==> src/rtl/alu_seq_pkg.sv <==
// Shared definitions for the sequenced ALU stage: opcode constants, FSM state
// encoding and default datapath width. Also used by the CPU controller.
package alu_seq_pkg;

    localparam int ALU_WIDTH = 8;

    typedef enum logic [2:0] {
        OP_PASS = 3'b000,
        OP_ADD  = 3'b001,
        OP_SUB  = 3'b010,
        OP_AND  = 3'b011,
        OP_XOR  = 3'b100,
        OP_SHL  = 3'b101,
        OP_SHR  = 3'b110,
        OP_MUL  = 3'b111
    } opcode_e;

    typedef enum logic [1:0] {
        ST_IDLE = 2'b00,
        ST_MUL  = 2'b01,
        ST_DONE = 2'b10
    } state_e;

endpackage

==> src/rtl/alu_mul_iter.sv <==
// Iterative shift-add multiplier, MSB-first, one partial product per step.
// prod_lo/prod_hi present the product as it stands after the current step.
module alu_mul_iter
    import alu_seq_pkg::*;
#(
    parameter int WIDTH = ALU_WIDTH
) (
    input  logic             clk,
    input  logic             rst_n,
    input  logic             load,
    input  logic             step,
    input  logic [WIDTH-1:0] a,
    input  logic [WIDTH-1:0] b,
    output logic [WIDTH-1:0] prod_lo,
    output logic [WIDTH-1:0] prod_hi,
    output logic             last
);

    localparam int CW = $clog2(WIDTH);

    logic [WIDTH-1:0]   a_r;
    logic [WIDTH-1:0]   b_r;
    logic [2*WIDTH-1:0] acc_r;
    logic [2*WIDTH-1:0] acc_next_s;
    logic [CW-1:0]      cnt_r;

    // Next partial product: shift accumulator, add multiplicand if bit cnt_r of b is set
    always_comb begin
        acc_next_s = {acc_r[2*WIDTH-2:0], 1'b0};
        if (b_r[cnt_r]) begin
            acc_next_s = acc_next_s + {{WIDTH{1'b0}}, a_r};
        end else begin
            acc_next_s = acc_next_s;
        end
    end

    // Operand capture on load, one accumulation step per cycle on step
    always_ff @(posedge clk) begin
        if (!rst_n) begin
            a_r   <= {WIDTH{1'b0}};
            b_r   <= {WIDTH{1'b0}};
            acc_r <= {(2*WIDTH){1'b0}};
            cnt_r <= {CW{1'b0}};
        end else if (load) begin
            a_r   <= a;
            b_r   <= b;
            acc_r <= {(2*WIDTH){1'b0}};
            cnt_r <= CW'(WIDTH - 1);
        end else if (step) begin
            acc_r <= acc_next_s;
            cnt_r <= cnt_r - CW'(1);
        end
    end

    assign prod_lo = acc_next_s[WIDTH-1:0];
    assign prod_hi = acc_next_s[2*WIDTH-1:WIDTH];
    assign last    = (cnt_r == {CW{1'b0}});

endmodule

==> src/rtl/alu_seq.sv <==
// Sequenced ALU stage feeding the accumulator's data_in/load pins.
// Define ALU_SEQ_MUL_EN to build the iterative multiplier for opcode 111.
module alu_seq
    import alu_seq_pkg::*;
#(
    parameter int WIDTH = ALU_WIDTH
) (
    input  logic             clk,
    input  logic             rst_n,
    input  logic             start,
    input  logic [2:0]       opcode,
    input  logic [WIDTH-1:0] acc_in,
    input  logic [WIDTH-1:0] opnd,
    output logic             busy,
    output logic             done,
    output logic [WIDTH-1:0] ac_data,
    output logic             ac_load,
    output logic             zero,
    output logic             carry,
    output logic             illegal
);

    state_e           state_r;
    state_e           state_next_s;
    logic [WIDTH:0]   sum_s;
    logic [WIDTH:0]   diff_s;
    logic [WIDTH-1:0] alu_res_s;
    logic             alu_carry_s;
    logic             alu_illegal_s;
    logic [WIDTH-1:0] res_s;
    logic             res_carry_s;
    logic             res_illegal_s;
    logic             load_res_s;
    logic [WIDTH-1:0] ac_data_r;
    logic             ac_load_r;
    logic             zero_r;
    logic             carry_r;
    logic             illegal_r;

`ifdef ALU_SEQ_MUL_EN
    logic             mul_load_s;
    logic             mul_step_s;
    logic [WIDTH-1:0] mul_lo_s;
    logic [WIDTH-1:0] mul_hi_s;
    logic             mul_last_s;
    logic             busy_r;

    assign mul_step_s = (state_r == ST_MUL);

    alu_mul_iter #(.WIDTH(WIDTH)) u_mul (
        .clk     (clk),
        .rst_n   (rst_n),
        .load    (mul_load_s),
        .step    (mul_step_s),
        .a       (acc_in),
        .b       (opnd),
        .prod_lo (mul_lo_s),
        .prod_hi (mul_hi_s),
        .last    (mul_last_s)
    );

    // busy mirrors the registered "next state is MUL" decision
    always_ff @(posedge clk) begin
        if (!rst_n) begin
            busy_r <= 1'b0;
        end else begin
            busy_r <= (state_next_s == ST_MUL);
        end
    end

    assign busy = busy_r;
`else
    assign busy = 1'b0;
`endif

    // Single-cycle operations on the live request operands
    always_comb begin
        sum_s         = {1'b0, acc_in} + {1'b0, opnd};
        diff_s        = {1'b0, acc_in} - {1'b0, opnd};
        alu_res_s     = opnd;
        alu_carry_s   = 1'b0;
        alu_illegal_s = 1'b0;
        case (opcode)
            OP_PASS: alu_res_s = opnd;
            OP_ADD: begin
                alu_res_s   = sum_s[WIDTH-1:0];
                alu_carry_s = sum_s[WIDTH];
            end
            OP_SUB: begin
                alu_res_s   = diff_s[WIDTH-1:0];
                alu_carry_s = diff_s[WIDTH];
            end
            OP_AND: alu_res_s = acc_in & opnd;
            OP_XOR: alu_res_s = acc_in ^ opnd;
            OP_SHL: begin
                alu_res_s   = {acc_in[WIDTH-2:0], 1'b0};
                alu_carry_s = acc_in[WIDTH-1];
            end
            OP_SHR: begin
                alu_res_s   = {1'b0, acc_in[WIDTH-1:1]};
                alu_carry_s = acc_in[0];
            end
            OP_MUL: begin
                // Without the multiplier, 111 passes AC through and flags illegal
                alu_res_s = acc_in;
`ifdef ALU_SEQ_MUL_EN
                alu_illegal_s = 1'b0;
`else
                alu_illegal_s = 1'b1;
`endif
            end
            default: alu_res_s = opnd;
        endcase
    end

    // Next-state and result-select logic; DONE accepts a new request like IDLE
    always_comb begin
        state_next_s  = state_r;
        load_res_s    = 1'b0;
        res_s         = alu_res_s;
        res_carry_s   = alu_carry_s;
        res_illegal_s = alu_illegal_s;
`ifdef ALU_SEQ_MUL_EN
        mul_load_s    = 1'b0;
`endif
        case (state_r)
            ST_IDLE, ST_DONE: begin
                if (start) begin
`ifdef ALU_SEQ_MUL_EN
                    if (opcode == OP_MUL) begin
                        state_next_s = ST_MUL;
                        mul_load_s   = 1'b1;
                    end else begin
                        state_next_s = ST_DONE;
                        load_res_s   = 1'b1;
                    end
`else
                    state_next_s = ST_DONE;
                    load_res_s   = 1'b1;
`endif
                end else begin
                    state_next_s = ST_IDLE;
                end
            end
            ST_MUL: begin
`ifdef ALU_SEQ_MUL_EN
                res_s         = mul_lo_s;
                res_carry_s   = |mul_hi_s;
                res_illegal_s = 1'b0;
                if (mul_last_s) begin
                    state_next_s = ST_DONE;
                    load_res_s   = 1'b1;
                end else begin
                    state_next_s = ST_MUL;
                end
`else
                state_next_s = ST_IDLE;
`endif
            end
            default: state_next_s = ST_IDLE;
        endcase
    end

    // State and result registers; flags hold until the next completion
    always_ff @(posedge clk) begin
        if (!rst_n) begin
            state_r   <= ST_IDLE;
            ac_load_r <= 1'b0;
            ac_data_r <= {WIDTH{1'b0}};
            zero_r    <= 1'b1;
            carry_r   <= 1'b0;
            illegal_r <= 1'b0;
        end else begin
            state_r   <= state_next_s;
            ac_load_r <= load_res_s;
            if (load_res_s) begin
                ac_data_r <= res_s;
                zero_r    <= (res_s == {WIDTH{1'b0}});
                carry_r   <= res_carry_s;
                illegal_r <= res_illegal_s;
            end
        end
    end

    assign ac_data = ac_data_r;
    assign ac_load = ac_load_r;
    assign done    = ac_load_r;
    assign zero    = zero_r;
    assign carry   = carry_r;
    assign illegal = illegal_r;

endmodule

==> config.mk <==
export PLATFORM = sky130hd
export DESIGN_NAME = alu_seq
export DESIGN_NICKNAME = d
export VERILOG_FILES = /design/src/rtl/alu_seq_pkg.sv /design/src/rtl/alu_mul_iter.sv /design/src/rtl/alu_seq.sv
export SDC_FILE = /design/constraint.sdc
export NUM_CORES = 1
export LEC_CHECK = 0
export BUFFER_PORTS_ARGS = -buffer_cell sky130_fd_sc_hd__buf_2
export CAP_MARGIN = 10
export CORE_UTILIZATION = 25
export DETAILED_ROUTE_END_ITERATION = 10
export PLACE_DENSITY = 0.38
export SLEW_MARGIN = 20
export SYNTH_ARGS = -nofsm -noshare
export SYNTH_HDL_FRONTEND = slang
export SYNTH_SLANG_ARGS = --single-unit
==> constraint.sdc <==
create_clock -name clk -period 2.64 [get_ports clk]
set_input_delay 0 -clock clk [delete_from_list [all_inputs] [get_ports clk]]
set_output_delay 0 -clock clk [all_outputs]
set_load 0.01 [all_outputs]
==> results of run 1 <==
final timing paths:
check                     startpoint                      end  slack [ps]
max                        acc_in[0]        zero$_SDFFE_PN1P_         410
min                            rst_n  ac_data[0]$_SDFFE_PN0P_         120
max reg2reg        zero$_SDFFE_PN1P_        zero$_SDFFE_PN1P_        1900
min reg2reg  ac_data[0]$_SDFFE_PN0P_  ac_data[0]$_SDFFE_PN0P_         470
routing by layer:
| metal | track usage (%) | vias to the layer above |
|---|---|---|
| met5 | 0 | - |
| met4 | 3.896 | 0 |
| met3 | 1.108 | 2 |
| met2 | 29.89 | 68 |
| met1 | 22.04 | 960 |
| li1 | - | 989 |
registers in the layout, summed over array words and instances (netlist names):
register,cells
illegal,1
ac_data,8
carry,1
zero,1
ac_load,1
layout make-up:
type                            instances  area [sq um]  area share, %
Clock buffer                            4         55.05          2.496
Inverter                               23         86.33          3.914
Multi-Input combinational cell        206          1485          67.33
Sequential cell                        12         240.2          10.89
Tap cell                               99         123.9          5.615
Timing Repair Buffer                   40         215.2          9.756
power breakdown:
| group | switching [mW] | total, mW | internal [mW] |
|---|---|---|---|
| logic | 0.227 | 0.393 | 0.166 |
| clock network | 0.0658 | 0.197 | 0.132 |
| registers | 0.00682 | 0.203 | 0.196 |
| total | 0.300 | 0.793 | 0.494 |
logic make-up (layout without fill, tap and decap cells):
group                      Yosys count  after routing  synth area share (%)
other                                1              1                0.1956
DFF                                 12             12                 12.53
muxes                               13             13                 8.812
buffers and inverters               41             67                 9.987
and+or+nand+nor                     90             90                 24.02
adders and majority gates           19             19                 13.19
xor gates and xnor gates             4              4                 1.828
AOI/OAI and AO/OA                   79             79                 29.44
stage by stage:
step                      hold slack [ps]  area [sq um]  setup WS, ps  std cells
after global placement              368.0          2151         141.0        380
after detailed placement            371.4          2151         199.1        380
after global routing                119.1          2206         225.1        384
final                               122.1          2206         412.8        384
after floorplan                     116.8          1917         647.2        259
after CTS                           113.2          2206         431.2        384
cell usage in the layout, fill, tap and decap left out, types with 4 or more instances in the layout:
| master | count |
|---|---|
| clkbuf_8 | 4 |
| a21oi_1 | 15 |
| buf_2 | 34 |
| mux2i_1 | 9 |
| a22oi_1 | 5 |
| nand3_1 | 5 |
| inv_1 | 22 |
| nor4_1 | 4 |
| ha_1 | 17 |
| nand2b_1 | 7 |
| nor2b_1 | 8 |
| o21ai_0 | 15 |
| nor3_1 | 5 |
| nand2_1 | 22 |
| nor2_1 | 23 |
| a211oi_1 | 5 |
| buf_4 | 6 |
| dfxtp_1 | 12 |
==> impl_results.html, run 1 <==
<table>
<tr><th>Metric</th><th>Value</th></tr>
<tr><th colspan="2">Worst setup path</th></tr>
<tr><td>CP startpoint kind</td><td>input port</td></tr>
<tr><td>Slowest library cell on the worst path</td><td>fa_1</td></tr>
<tr><td>Peak per-stage delay on the critical path</td><td>430 ps</td></tr>
<tr><td>Type of destination of the critical path</td><td>flip-flop</td></tr>
<tr><td>Type of the setup path with the least slack</td><td>input port to flip-flop</td></tr>
<tr><td>Dominant delay contributor by cell family on the critical path</td><td>compound AO/OA/AOI/OAI gates</td></tr>
<tr><td>Crit Path Max Fanout</td><td>4</td></tr>
<tr><td>Number of stages on the worst setup path</td><td>11</td></tr>
<tr><td>Cell chain of the critical path</td><td>buf_2 &gt; ha_1 &gt; inv_1 &gt; fa_1 &gt; nor3_1 &gt; nor4_1 &gt; o31ai_1 &gt; a22oi_1 &gt; o221a_2 &gt; nor3_2 &gt; a41o_1</td></tr>
<tr><td>Worst endpoint data arrival time</td><td>2410 ps</td></tr>
<tr><td>WP data required</td><td>2820 ps</td></tr>
<tr><td>Critical path buffers and inverters</td><td>2</td></tr>
<tr><td>Worst r2r path cells</td><td>3</td></tr>
<tr><th colspan="2">Cells and area</th></tr>
<tr><td>Net count of the finished layout</td><td>327</td></tr>
<tr><td>Utilization after layout</td><td>30.09%</td></tr>
<tr><td>Diode count</td><td>0</td></tr>
<tr><td>Fillers</td><td>816</td></tr>
<tr><td>P&amp;R area growth vs syn</td><td>15.08%</td></tr>
<tr><td>Share of cells above drive strength 1</td><td>19.65%</td></tr>
<tr><th colspan="2">STA</th></tr>
<tr><td>Final Hold Vio Count</td><td>0</td></tr>
<tr><td>Setup-violating endpoint count in the final report</td><td>0</td></tr>
<tr><td>Period minus WS final</td><td>2227 ps</td></tr>
<tr><td>Largest clock skew in the final design</td><td>0 ps</td></tr>
<tr><td>Setup repair after global routing missed its margin</td><td>no</td></tr>
<tr><td>Setup TNS</td><td>0 ps</td></tr>
<tr><td>Final Max Slew Viols</td><td>0</td></tr>
<tr><td>Max-slew headroom at the worst pin</td><td>56.17%</td></tr>
<tr><td>Maximum frequency from static timing analysis</td><td>449.0 MHz</td></tr>
<tr><td>Crit share post-route</td><td>84.36%</td></tr>
<tr><td>Least-Margin Pin Slew</td><td>655.1 ps</td></tr>
<tr><th colspan="2">Floorplan</th></tr>
<tr><td>Horizontal extent of the die</td><td>89.57 um</td></tr>
<tr><td>Std-Cell Core Area</td><td>7331 sq um</td></tr>
<tr><td>Die span in y</td><td>89.57 um</td></tr>
<tr><td>Number of standard-cell rows in the floorplan</td><td>31</td></tr>
<tr><td>Die area</td><td>8022 sq um</td></tr>
<tr><td>Effective utilization at floorplan</td><td>26.15%</td></tr>
<tr><td>Boundary pin count</td><td>36</td></tr>
<tr><th colspan="2">Placement</th></tr>
<tr><td>Buffers on Ports</td><td>34</td></tr>
<tr><td>HPWL after detailed placement</td><td>4868 um</td></tr>
<tr><td>Placer Congestion</td><td>0.8202</td></tr>
<tr><th colspan="2">Clock network</th></tr>
<tr><td>Number of clock sinks</td><td>12</td></tr>
<tr><td>Root buf cell</td><td>clkbuf_8</td></tr>
<tr><td>Clock-pin slew on the worst setup and hold paths</td><td>50 ps</td></tr>
<tr><td>Post-cts sizing count</td><td>0</td></tr>
<tr><td>Clock buffers created by TritonCTS</td><td>3</td></tr>
<tr><td>H-Tree Level Count</td><td>1</td></tr>
<tr><td>TritonCTS clock tree</td><td>done</td></tr>
<tr><td>CTS Hold Buffers Added</td><td>0</td></tr>
<tr><td>Number of post-CTS setup repair buffers</td><td>0</td></tr>
<tr><td>Clock insertion delay at the later pin of the skew report</td><td>240 ps</td></tr>
<tr><td>Maximum count of clock buffers along a single path</td><td>2</td></tr>
<tr><th colspan="2">Route</th></tr>
<tr><td>Detailed-route wire length</td><td>6320 um</td></tr>
<tr><td>Number of routed nets with antenna violations</td><td>0</td></tr>
<tr><td>Starting DRT DRC Count</td><td>135</td></tr>
<tr><td>M1 WL</td><td>2968 um</td></tr>
<tr><td>Max layer used</td><td>met4</td></tr>
<tr><td>Remaining routing DRC violations</td><td>0</td></tr>
<tr><td>Detailed-route wire length per cell</td><td>16.46 um</td></tr>
<tr><td>Post-DR vias/cell</td><td>5.258</td></tr>
<tr><td>Total number of vias</td><td>2019</td></tr>
<tr><td>Detail Route met2 WL</td><td>3016 um</td></tr>
<tr><td>Routed met3 length</td><td>308 um</td></tr>
<tr><td>Detailed-routing iteration count for the pre-antenna-repair pass</td><td>4</td></tr>
<tr><th colspan="2">Yosys</th></tr>
<tr><td>Synth top area cells</td><td>dfxtp_1, ha_1, mux2i_1</td></tr>
<tr><td>Count of unique library cells instantiated by Yosys</td><td>61</td></tr>
<tr><td>Post-synthesis sequential element count</td><td>12</td></tr>
<tr><td>Leading cell type by number of instances after synthesis</td><td>nor2_1</td></tr>
<tr><td>Sequential cell area fraction in the yosys report</td><td>12.53%</td></tr>
<tr><td>Number of standard cells after synthesis</td><td>259</td></tr>
<tr><td>Average instance area after synthesis</td><td>7.401 sq um</td></tr>
<tr><td>Fraction of synthesized cell area taken by the top area cell type</td><td>12.53%</td></tr>
<tr><td>Yosys warning total</td><td>0</td></tr>
<tr><td>Post-synthesis cell type with the largest combined area</td><td>dfxtp_1</td></tr>
<tr><td>Number of synthesized flops with an enable pin</td><td>0</td></tr>
<tr><td>Leading cell types by count after synthesis</td><td>nor2_1, inv_1, nand2_1, ha_1</td></tr>
<tr><td>Asr flop ratio synth</td><td>0%</td></tr>
<tr><td>Syn_nets</td><td>300</td></tr>
<tr><td>Most instantiated flip-flop cell in the synthesis netlist</td><td>dfxtp_1</td></tr>
<tr><td>Netlist area before placement</td><td>1917 sq um</td></tr>
<tr><th colspan="2">Status</th></tr>
<tr><td>Outcome</td><td>finished clean</td></tr>
<tr><th colspan="2">Hold path</th></tr>
<tr><td>Depth of the worst hold-timing path</td><td>2</td></tr>
<tr><td>Min-Delay Path Class</td><td>input port to flip-flop</td></tr>
<tr><th colspan="2">Global route</th></tr>
<tr><td>Total track usage</td><td>16.80%</td></tr>
<tr><td>Number of antenna violations at the first check in global routing</td><td>0</td></tr>
<tr><td>First-pass GRT wire length</td><td>10150 um</td></tr>
<tr><td>Pin count of the biggest net entering global routing</td><td>30</td></tr>
<tr><td>Total overflow reported by the global router</td><td>0</td></tr>
<tr><td>Via count of the first global-routing pass</td><td>1881</td></tr>
<tr><th colspan="2">Flow run</th></tr>
<tr><td>Max capacitance violation total</td><td>0</td></tr>
<tr><th colspan="2">Power and ir drop</th></tr>
<tr><td>Worst supply voltage drop on vdd</td><td>0.1608 mV</td></tr>
<tr><td>Post-layout total power</td><td>793.4 uW</td></tr>
<tr><td>Total leakage power</td><td>1.031 nW</td></tr>
<tr><td>Pwr Density</td><td>359.7 nW/um^2</td></tr>
</table>
(Power assumes the default switching activity.)
==> run 2: changes to the inputs <==
--- a/config.mk
+++ b/config.mk
@@ -5,6 +5,7 @@
 export SDC_FILE = /design/constraint.sdc
 export NUM_CORES = 1
 export LEC_CHECK = 0
+export ABC_AREA = 1
 export BUFFER_PORTS_ARGS = -buffer_cell sky130_fd_sc_hd__buf_2
 export CAP_MARGIN = 10
 export CORE_UTILIZATION = 25
==> constraint.sdc (replaced) <==
create_clock -name clk -period 2.3 [get_ports clk]
set_input_delay 0 -clock clk [delete_from_list [all_inputs] [get_ports clk]]
set_output_delay 0 -clock clk [all_outputs]
set_load 0.01 [all_outputs]
==> impl_results.html, run 2 <==
<table>
<tr><th>Metric</th><th>Value</th></tr>
<tr><th colspan="2">Status</th></tr>
<tr><td>Outcome</td><td>finished clean</td></tr>
<tr><th colspan="2">Hold path</th></tr>
<tr><td>Depth of the worst hold-timing path</td><td>3</td></tr>
<tr><td>Min-Delay Path Class</td><td>input port to flip-flop</td></tr>
<tr><td>Start point of the worst hold path</td><td>rst_n</td></tr>
<tr><th colspan="2">Yosys</th></tr>
<tr><td>Fraction of synthesized cell area taken by the top area cell type</td><td>16.60%</td></tr>
<tr><td>Average instance area after synthesis</td><td>5.924 sq um</td></tr>
<tr><td>Count of unique library cells instantiated by Yosys</td><td>35</td></tr>
<tr><td>Netlist area before placement</td><td>1854 sq um</td></tr>
<tr><td>Synth top area cells</td><td>nand2_1, dfxtp_1, ha_1</td></tr>
<tr><td>Most instantiated flip-flop cell in the synthesis netlist</td><td>dfxtp_1</td></tr>
<tr><td>Number of synthesized flops with an enable pin</td><td>0</td></tr>
<tr><td>Asr flop ratio synth</td><td>0%</td></tr>
<tr><td>Leading cell type by number of instances after synthesis</td><td>nand2_1</td></tr>
<tr><td>Leading cell types by count after synthesis</td><td>nand2_1, inv_1, nand3_1, nor2_1, ha_1</td></tr>
<tr><td>Syn_nets</td><td>354</td></tr>
<tr><td>Post-synthesis cell type with the largest combined area</td><td>nand2_1</td></tr>
<tr><td>Post-synthesis sequential element count</td><td>12</td></tr>
<tr><td>Yosys warning total</td><td>0</td></tr>
<tr><td>Sequential cell area fraction in the yosys report</td><td>12.96%</td></tr>
<tr><td>Number of standard cells after synthesis</td><td>313</td></tr>
<tr><th colspan="2">Cells and area</th></tr>
<tr><td>Commonest cells after routing, fill and taps aside</td><td>nand2_1, inv_1, buf_2</td></tr>
<tr><td>Commonest non-fill, non-tap cell in the layout</td><td>nand2_1</td></tr>
<tr><td>Flip-flop count of the largest register, all copies and words added</td><td>8</td></tr>
<tr><td>Share of cells above drive strength 1</td><td>16.86%</td></tr>
<tr><td>Post-Layout Cell Count</td><td>437</td></tr>
<tr><td>P&amp;R area growth vs syn</td><td>13.43%</td></tr>
<tr><td>Fillers</td><td>855</td></tr>
<tr><td>Diode count</td><td>0</td></tr>
<tr><td>Net count of the finished layout</td><td>381</td></tr>
<tr><th colspan="2">Clock network</th></tr>
<tr><td>Clock-pin slew on the worst setup and hold paths</td><td>50 ps</td></tr>
<tr><td>Number of post-CTS setup repair buffers</td><td>0</td></tr>
<tr><td>CTS Hold Buffers Added</td><td>0</td></tr>
<tr><td>Root buf cell</td><td>clkbuf_8</td></tr>
<tr><td>Clock insertion delay at the later pin of the skew report</td><td>230 ps</td></tr>
<tr><td>H-Tree Level Count</td><td>1</td></tr>
<tr><td>Maximum count of clock buffers along a single path</td><td>2</td></tr>
<tr><td>Number of clock sinks</td><td>12</td></tr>
<tr><td>TritonCTS clock tree</td><td>done</td></tr>
<tr><td>Clock buffers created by TritonCTS</td><td>3</td></tr>
<tr><td>Post-cts sizing count</td><td>0</td></tr>
<tr><th colspan="2">Global route</th></tr>
<tr><td>Via count of the first global-routing pass</td><td>1901</td></tr>
<tr><td>Total overflow reported by the global router</td><td>0</td></tr>
<tr><td>Pin count of the biggest net entering global routing</td><td>17</td></tr>
<tr><td>Total track usage</td><td>16.06%</td></tr>
<tr><td>GR Util met2</td><td>25.09%</td></tr>
<tr><td>Busiest grt layer</td><td>met2</td></tr>
<tr><td>Number of antenna violations at the first check in global routing</td><td>0</td></tr>
<tr><td>Met1 track demand over resource</td><td>23.44%</td></tr>
<tr><td>Global Route met3 Usage</td><td>2.074%</td></tr>
<tr><td>First-pass GRT wire length</td><td>9618 um</td></tr>
<tr><th colspan="2">Worst setup path</th></tr>
<tr><td>WP data required</td><td>2480 ps</td></tr>
<tr><td>Type of destination of the critical path</td><td>flip-flop</td></tr>
<tr><td>Worst r2r path cells</td><td>2</td></tr>
<tr><td>Worst endpoint data arrival time</td><td>1840 ps</td></tr>
<tr><td>Worst setup path startpoint</td><td>acc_in[0]</td></tr>
<tr><td>Peak per-stage delay on the critical path</td><td>400 ps</td></tr>
<tr><td>Cell chain of the critical path</td><td>buf_2 &gt; inv_1 &gt; ha_1 &gt; fa_1 &gt; inv_1 &gt; nand2_1 &gt; nand2_1 &gt; nand3_1 &gt; nand3_1 &gt; nand3_1 &gt; nor3_2 &gt; nand2_1 &gt; nor2_1 &gt; nand2_1 &gt; nand2_1</td></tr>
<tr><td>Critical path buffers and inverters</td><td>3</td></tr>
<tr><td>Dominant delay contributor by cell family on the critical path</td><td>simple AND/OR/NAND/NOR gates</td></tr>
<tr><td>Start of the worst register-to-register path</td><td>zero$_SDFFE_PN1P_</td></tr>
<tr><td>Slowest library cell on the worst path</td><td>fa_1</td></tr>
<tr><td>Type of the setup path with the least slack</td><td>input port to flip-flop</td></tr>
<tr><td>Crit Path Max Fanout</td><td>5</td></tr>
<tr><td>Number of stages on the worst setup path</td><td>15</td></tr>
<tr><td>CP startpoint kind</td><td>input port</td></tr>
<tr><td>Critical path's most frequent cell</td><td>nand2_1</td></tr>
<tr><th colspan="2">Floorplan</th></tr>
<tr><td>Boundary pin count</td><td>36</td></tr>
<tr><td>Number of standard-cell rows in the floorplan</td><td>31</td></tr>
<tr><td>Die span in y</td><td>88.12 um</td></tr>
<tr><td>Die area</td><td>7765 sq um</td></tr>
<tr><td>Horizontal extent of the die</td><td>88.12 um</td></tr>
<tr><td>Effective utilization at floorplan</td><td>25.70%</td></tr>
<tr><td>Std-Cell Core Area</td><td>7214 sq um</td></tr>
<tr><th colspan="2">STA</th></tr>
<tr><td>Largest clock skew in the final design</td><td>0 ps</td></tr>
<tr><td>Setup TNS</td><td>0 ps</td></tr>
<tr><td>Crit share post-route</td><td>72.30%</td></tr>
<tr><td>Final Hold Slack</td><td>120.0 ps</td></tr>
<tr><td>Setup repair after global routing missed its margin</td><td>no</td></tr>
<tr><td>Final Max Slew Viols</td><td>0</td></tr>
<tr><td>Final Hold Vio Count</td><td>0</td></tr>
<tr><td>Period minus WS final</td><td>1663 ps</td></tr>
<tr><td>Maximum frequency from static timing analysis</td><td>601.3 MHz</td></tr>
<tr><td>Final setup margin</td><td>637.0 ps</td></tr>
<tr><td>Setup-violating endpoint count in the final report</td><td>0</td></tr>
<tr><th colspan="2">Route</th></tr>
<tr><td>Post-DR vias/cell</td><td>4.785</td></tr>
<tr><td>Total number of vias</td><td>2091</td></tr>
<tr><td>Detailed-route wire length</td><td>6026 um</td></tr>
<tr><td>Starting DRT DRC Count</td><td>145</td></tr>
<tr><td>Number of routed nets with antenna violations</td><td>0</td></tr>
<tr><td>Remaining routing DRC violations</td><td>0</td></tr>
<tr><td>Detailed-route wire length per cell</td><td>13.79 um</td></tr>
<tr><td>Detailed-routing iteration count for the pre-antenna-repair pass</td><td>4</td></tr>
<tr><th colspan="2">Placement</th></tr>
<tr><td>Total placed cells including tap cells</td><td>434</td></tr>
<tr><td>HPWL after detailed placement</td><td>5080 um</td></tr>
<tr><td>Placer Congestion</td><td>0.8632</td></tr>
<tr><td>Setup slack at placement</td><td>372.0 ps</td></tr>
<tr><td>Buffers on Ports</td><td>34</td></tr>
<tr><th colspan="2">Power and ir drop</th></tr>
<tr><td>Total leakage power</td><td>1.163 nW</td></tr>
<tr><td>Pwr Density</td><td>383.4 nW/um^2</td></tr>
<tr><td>Worst supply voltage drop on vdd</td><td>0.2354 mV</td></tr>
<tr><th colspan="2">Flow run</th></tr>
<tr><td>Max capacitance violation total</td><td>0</td></tr>
</table>
-- run 2: cell count changes after synthesis, moves of 6 or more --
cell	delta
nand2_1	+60
nand3_1	+28
inv_1	+23
mux2i_1	-9
nor2b_1	-8
nand2b_1	-7
clkbuf_1	-6
nand4_1	+6
nor2_1	+6
-- run 2: worst paths after layout --
check        slack (ps)                      end
max                 640        zero$_SDFFE_PN1P_
max reg2reg        1660        zero$_SDFFE_PN1P_
min                 120  ac_data[0]$_SDFFE_PN0P_
min reg2reg         470       carry$_SDFFE_PN0P_
-- run 2: area by class of cell --
class	instances	area (sq um)	area share, %
tap	99	123.9	5.889
timing repair buffer	34	170.2	8.090
multi-input combinational	238	1326	63.06
sequential	12	240.2	11.42
clock buffer	3	41.29	1.963
inverter	51	201.4	9.578
-- run 2: power by group --
part	switching [mW]	internal (mW)	leakage, nW
Clock	0.0679	0.115	0.0216
Sequential	0.00696	0.225	0.0995
Combinational	0.260	0.132	1.04
-- run 2: through the flow --
step / area [sq um] / utilization [%] / total power, mW
2_1_floorplan: 1854 / - / 0.5140
5_1_grt: 2103 / 29.15 / 0.8755
3_5_place_dp: 2062 / 28.58 / 0.6278
6_report: 2103 / 29.15 / 0.8064
3_3_place_gp: 2062 / 28.58 / 0.6378
4_1_cts: 2103 / 29.15 / 0.8171
-- run 2: cells by family (layout without fill, tap and decap cells) --
| group | after synthesis | count (layout) | synth area share (%) |
|---|---|---|---|
| AOI/OAI and AO/OA | 48 | 48 | 14.57 |
| adders and majority gates | 19 | 19 | 13.63 |
| buffers and inverters | 63 | 88 | 15.52 |
| DFF | 12 | 12 | 12.96 |
| other | 1 | 1 | 0.2022 |
| and+or+nand+nor | 170 | 170 | 43.12 |
-- run 2: worst min-delay path, stage by stage --
cell     delay [ps]
buf_2           170
o21ai_0          90
a21oi_1          40
-- run 2: per-layer routing --
metal	share of wire [%]	up-vias
met1	48	953
met2	44	74
met5	0	-
met3	6.1	8
met4	2.0	0
li1	-	1056
==> run 3: changes to the inputs <==
--- a/config.mk
+++ b/config.mk
@@ -5,12 +5,12 @@
 export SDC_FILE = /design/constraint.sdc
 export NUM_CORES = 1
 export LEC_CHECK = 0
-export ABC_AREA = 1
+export ABC_AREA = 0
 export BUFFER_PORTS_ARGS = -buffer_cell sky130_fd_sc_hd__buf_2
 export CAP_MARGIN = 10
 export CORE_UTILIZATION = 25
 export DETAILED_ROUTE_END_ITERATION = 10
-export PLACE_DENSITY = 0.38
+export PLACE_DENSITY = 0.4
 export SLEW_MARGIN = 20
 export SYNTH_ARGS = -nofsm -noshare
 export SYNTH_HDL_FRONTEND = slang
==> constraint.sdc (replaced) <==
create_clock -name clk -period 1.5 [get_ports clk]
set_input_delay 0 -clock clk [delete_from_list [all_inputs] [get_ports clk]]
set_output_delay 0 -clock clk [all_outputs]
set_load 0.01 [all_outputs]
==> impl_results.html, run 3 (synthesized netlist as in run 1, its figures left out) <==
<table>
<tr><th>Metric</th><th>Value</th></tr>
<tr><th colspan="2">Cells and area</th></tr>
<tr><td>Fillers</td><td>742</td></tr>
<tr><td>Commonest cells after routing, fill and taps aside</td><td>buf_4, buf_2, nand2_1</td></tr>
<tr><td>Area of all sequential standard cells</td><td>240.2 sq um</td></tr>
<tr><td>Flip-flop count of the largest register, all copies and words added</td><td>8</td></tr>
<tr><td>Multi-input logic area</td><td>1755 sq um</td></tr>
<tr><td>P&amp;R area growth vs syn</td><td>64.30%</td></tr>
<tr><td>Diode count</td><td>0</td></tr>
<tr><td>Share of cells above drive strength 1</td><td>49.03%</td></tr>
<tr><td>Net count of the finished layout</td><td>402</td></tr>
<tr><td>Commonest non-fill, non-tap cell in the layout</td><td>buf_4</td></tr>
<tr><th colspan="2">Global route</th></tr>
<tr><td>Total track usage</td><td>17.89%</td></tr>
<tr><td>Number of antenna violations at the first check in global routing</td><td>0</td></tr>
<tr><td>Total overflow reported by the global router</td><td>0</td></tr>
<tr><td>First-pass GRT wire length</td><td>10910 um</td></tr>
<tr><td>Via count of the first global-routing pass</td><td>2193</td></tr>
<tr><td>Pin count of the biggest net entering global routing</td><td>18</td></tr>
<tr><th colspan="2">STA</th></tr>
<tr><td>Final Hold Vio Count</td><td>0</td></tr>
<tr><td>Setup-violating endpoint count in the final report</td><td>7</td></tr>
<tr><td>Max-slew headroom at the worst pin</td><td>64.46%</td></tr>
<tr><td>Crit share post-route</td><td>117.1%</td></tr>
<tr><td>Largest clock skew in the final design</td><td>0 ps</td></tr>
<tr><td>Final Max Slew Viols</td><td>0</td></tr>
<tr><td>Least-Margin Pin Slew</td><td>531.1 ps</td></tr>
<tr><td>Maximum frequency from static timing analysis</td><td>569.2 MHz</td></tr>
<tr><td>Final setup margin</td><td>-256.8 ps</td></tr>
<tr><td>Setup TNS</td><td>-1259 ps</td></tr>
<tr><td>Setup repair after global routing missed its margin</td><td>yes</td></tr>
<tr><td>Period minus WS final</td><td>1757 ps</td></tr>
<tr><th colspan="2">Worst setup path</th></tr>
<tr><td>Crit Path Max Fanout</td><td>3</td></tr>
<tr><td>Dominant delay contributor by cell family on the critical path</td><td>compound AO/OA/AOI/OAI gates</td></tr>
<tr><td>CP startpoint kind</td><td>input port</td></tr>
<tr><td>Type of destination of the critical path</td><td>flip-flop</td></tr>
<tr><td>Critical path buffers and inverters</td><td>2</td></tr>
<tr><td>Worst-case register-to-register setup slack</td><td>770 ps</td></tr>
<tr><td>WP data required</td><td>1630 ps</td></tr>
<tr><td>Number of stages on the worst setup path</td><td>10</td></tr>
<tr><td>Start of the worst register-to-register path</td><td>zero$_SDFFE_PN1P_</td></tr>
<tr><td>Worst endpoint data arrival time</td><td>1890 ps</td></tr>
<tr><td>Critical path's most frequent cell</td><td>a211o_1</td></tr>
<tr><td>Peak per-stage delay on the critical path</td><td>300 ps</td></tr>
<tr><td>Type of the setup path with the least slack</td><td>input port to flip-flop</td></tr>
<tr><td>Worst reg2reg path endpoint</td><td>zero$_SDFFE_PN1P_</td></tr>
<tr><td>Cell chain of the critical path</td><td>buf_8 &gt; inv_4 &gt; ha_4 &gt; nand2b_4 &gt; a211oi_4 &gt; o41ai_2 &gt; a31o_2 &gt; a211o_1 &gt; a211o_1 &gt; a41o_1</td></tr>
<tr><td>Worst r2r path cells</td><td>3</td></tr>
<tr><td>Slowest library cell on the worst path</td><td>a211oi_4</td></tr>
<tr><th colspan="2">Status</th></tr>
<tr><td>Violations in the final reports</td><td>negative setup slack</td></tr>
<tr><td>Outcome</td><td>finished with violations</td></tr>
<tr><th colspan="2">Clock network</th></tr>
<tr><td>Clock-pin slew on the worst setup and hold paths</td><td>50 ps</td></tr>
<tr><td>Maximum count of clock buffers along a single path</td><td>2</td></tr>
<tr><td>TritonCTS clock tree</td><td>done</td></tr>
<tr><td>Clock buffers created by TritonCTS</td><td>3</td></tr>
<tr><td>CTS Hold Buffers Added</td><td>0</td></tr>
<tr><td>Number of clock sinks</td><td>12</td></tr>
<tr><td>Root buf cell</td><td>clkbuf_8</td></tr>
<tr><td>H-Tree Level Count</td><td>1</td></tr>
<tr><td>Clock insertion delay at the later pin of the skew report</td><td>230 ps</td></tr>
<tr><th colspan="2">Placement</th></tr>
<tr><td>Placer Congestion</td><td>0.8212</td></tr>
<tr><td>HPWL after detailed placement</td><td>5503 um</td></tr>
<tr><td>Buffers on Ports</td><td>34</td></tr>
<tr><th colspan="2">Power and ir drop</th></tr>
<tr><td>Post-layout total power</td><td>1.673 mW</td></tr>
<tr><td>Cell internal pwr</td><td>1.054 mW</td></tr>
<tr><td>Worst supply voltage drop on vdd</td><td>0.2837 mV</td></tr>
<tr><td>Net switching power of the design</td><td>618.3 uW</td></tr>
<tr><td>Clock share of power</td><td>17.2%</td></tr>
<tr><td>Switching share of total power</td><td>36.96%</td></tr>
<tr><td>Total leakage power</td><td>1.448 nW</td></tr>
<tr><td>Combinational fraction of design power</td><td>61.5%</td></tr>
<tr><td>Pwr Density</td><td>531.1 nW/um^2</td></tr>
<tr><td>Register share of total power</td><td>21.3%</td></tr>
<tr><th colspan="2">Route</th></tr>
<tr><td>Remaining routing DRC violations</td><td>0</td></tr>
<tr><td>Post-DR vias/cell</td><td>4.832</td></tr>
<tr><td>Detailed-route wire length per cell</td><td>14.66 um</td></tr>
<tr><td>Total number of vias</td><td>2213</td></tr>
<tr><td>Detailed-routing iteration count for the pre-antenna-repair pass</td><td>4</td></tr>
<tr><td>Starting DRT DRC Count</td><td>105</td></tr>
<tr><td>Detailed-route wire length</td><td>6713 um</td></tr>
<tr><td>Number of routed nets with antenna violations</td><td>0</td></tr>
<tr><th colspan="2">Floorplan</th></tr>
<tr><td>Boundary pin count</td><td>36</td></tr>
<tr><td>Std-Cell Core Area</td><td>7331 sq um</td></tr>
<tr><td>Horizontal extent of the die</td><td>89.57 um</td></tr>
<tr><td>Die area</td><td>8022 sq um</td></tr>
<tr><td>Number of standard-cell rows in the floorplan</td><td>31</td></tr>
<tr><td>Effective utilization at floorplan</td><td>26.15%</td></tr>
<tr><td>Die span in y</td><td>89.57 um</td></tr>
<tr><th colspan="2">Hold path</th></tr>
<tr><td>Min-Delay Path Class</td><td>input port to flip-flop</td></tr>
<tr><td>Depth of the worst hold-timing path</td><td>3</td></tr>
<tr><td>Destination of the worst hold path</td><td>carry$_SDFFE_PN0P_</td></tr>
<tr><td>Start point of the worst hold path</td><td>rst_n</td></tr>
<tr><th colspan="2">Flow run</th></tr>
<tr><td>Max capacitance violation total</td><td>0</td></tr>
</table>
## run 3: changes by cell type in the layout (fill, tap and decap cells not counted), moves of 6 or more
cell / delta
buf_6: +9
nand4_1: -6
buf_4: +74
ha_1: -9
buf_2: -7
mux2i_1: +8
inv_1: -29
nor2b_1: +7
nand3_1: -28
ha_4: +8
nand2_1: -61
nor2_1: -9
## run 3: per-stage QoR
stage	worst slack, ps	hold WS (ps)	util [%]	instances	cell area (sq um)
floorplan	-356.5	116.8	-	259	2028
CTS	-362.2	108.3	41.42	456	3037
detailed placement	-702.4	361.2	37.96	449	2783
finish	-256.8	108.5	42.96	458	3149
global placement	-704.5	356.0	37.96	449	2783
global route	-339.7	128.0	42.96	458	3149
## run 3: worst register-to-register path: cells and delay by family, from the launching register on
family	cells	cell delay [ps]
compound gates	2	260
buf+inv	1	50
flops	1	310
## run 3: routing by layer
layer  track usage, %  up-vias  wire, um
li1                 -     1135         -
met1            23.91     1031      3168
met2            31.68       45      3339
met3            2.401        2       198
met4            1.443        0         7
met5                0        -         0
## run 3: worst max path at each step
stage,start,to,slack (ps)
floorplan,opnd[2],zero$_SDFFE_PN1P_,-360
global placement,opnd[2],zero$_SDFFE_PN1P_,-700
finish,opnd[1],zero$_SDFFE_PN1P_,-260
global route,acc_in[0],zero$_SDFFE_PN1P_,-340
detailed placement,opnd[2],zero$_SDFFE_PN1P_,-700
CTS,opnd[1],zero$_SDFFE_PN1P_,-360
## run 3: area by class of cell
| cell class | count | area share [%] |
|---|---|---|
| clock buffer | 3 | 1.311 |
| inverter | 23 | 3.615 |
| multi-input combinational | 206 | 55.74 |
| sequential | 12 | 7.628 |
| tap | 99 | 3.933 |
| timing repair buffer | 115 | 27.77 |
## run 3: timing repair
item                       CTS  global route
hold endpoints to repair     0             0
pin swaps                   16            31
resized for setup           43            27
buffers inserted             4             2
setup endpoints to repair    8             9
## run 3: power by group through the flow
stage,Clock [mW],Sequential [mW],Combinational (mW)
2_1_floorplan,0,0.376,0.510
3_3_place_gp,0,0.363,0.897
3_5_place_dp,0,0.363,0.892
4_1_cts,0.301,0.356,0.982
5_1_grt,0.324,0.360,1.13
6_report,0.287,0.356,1.03
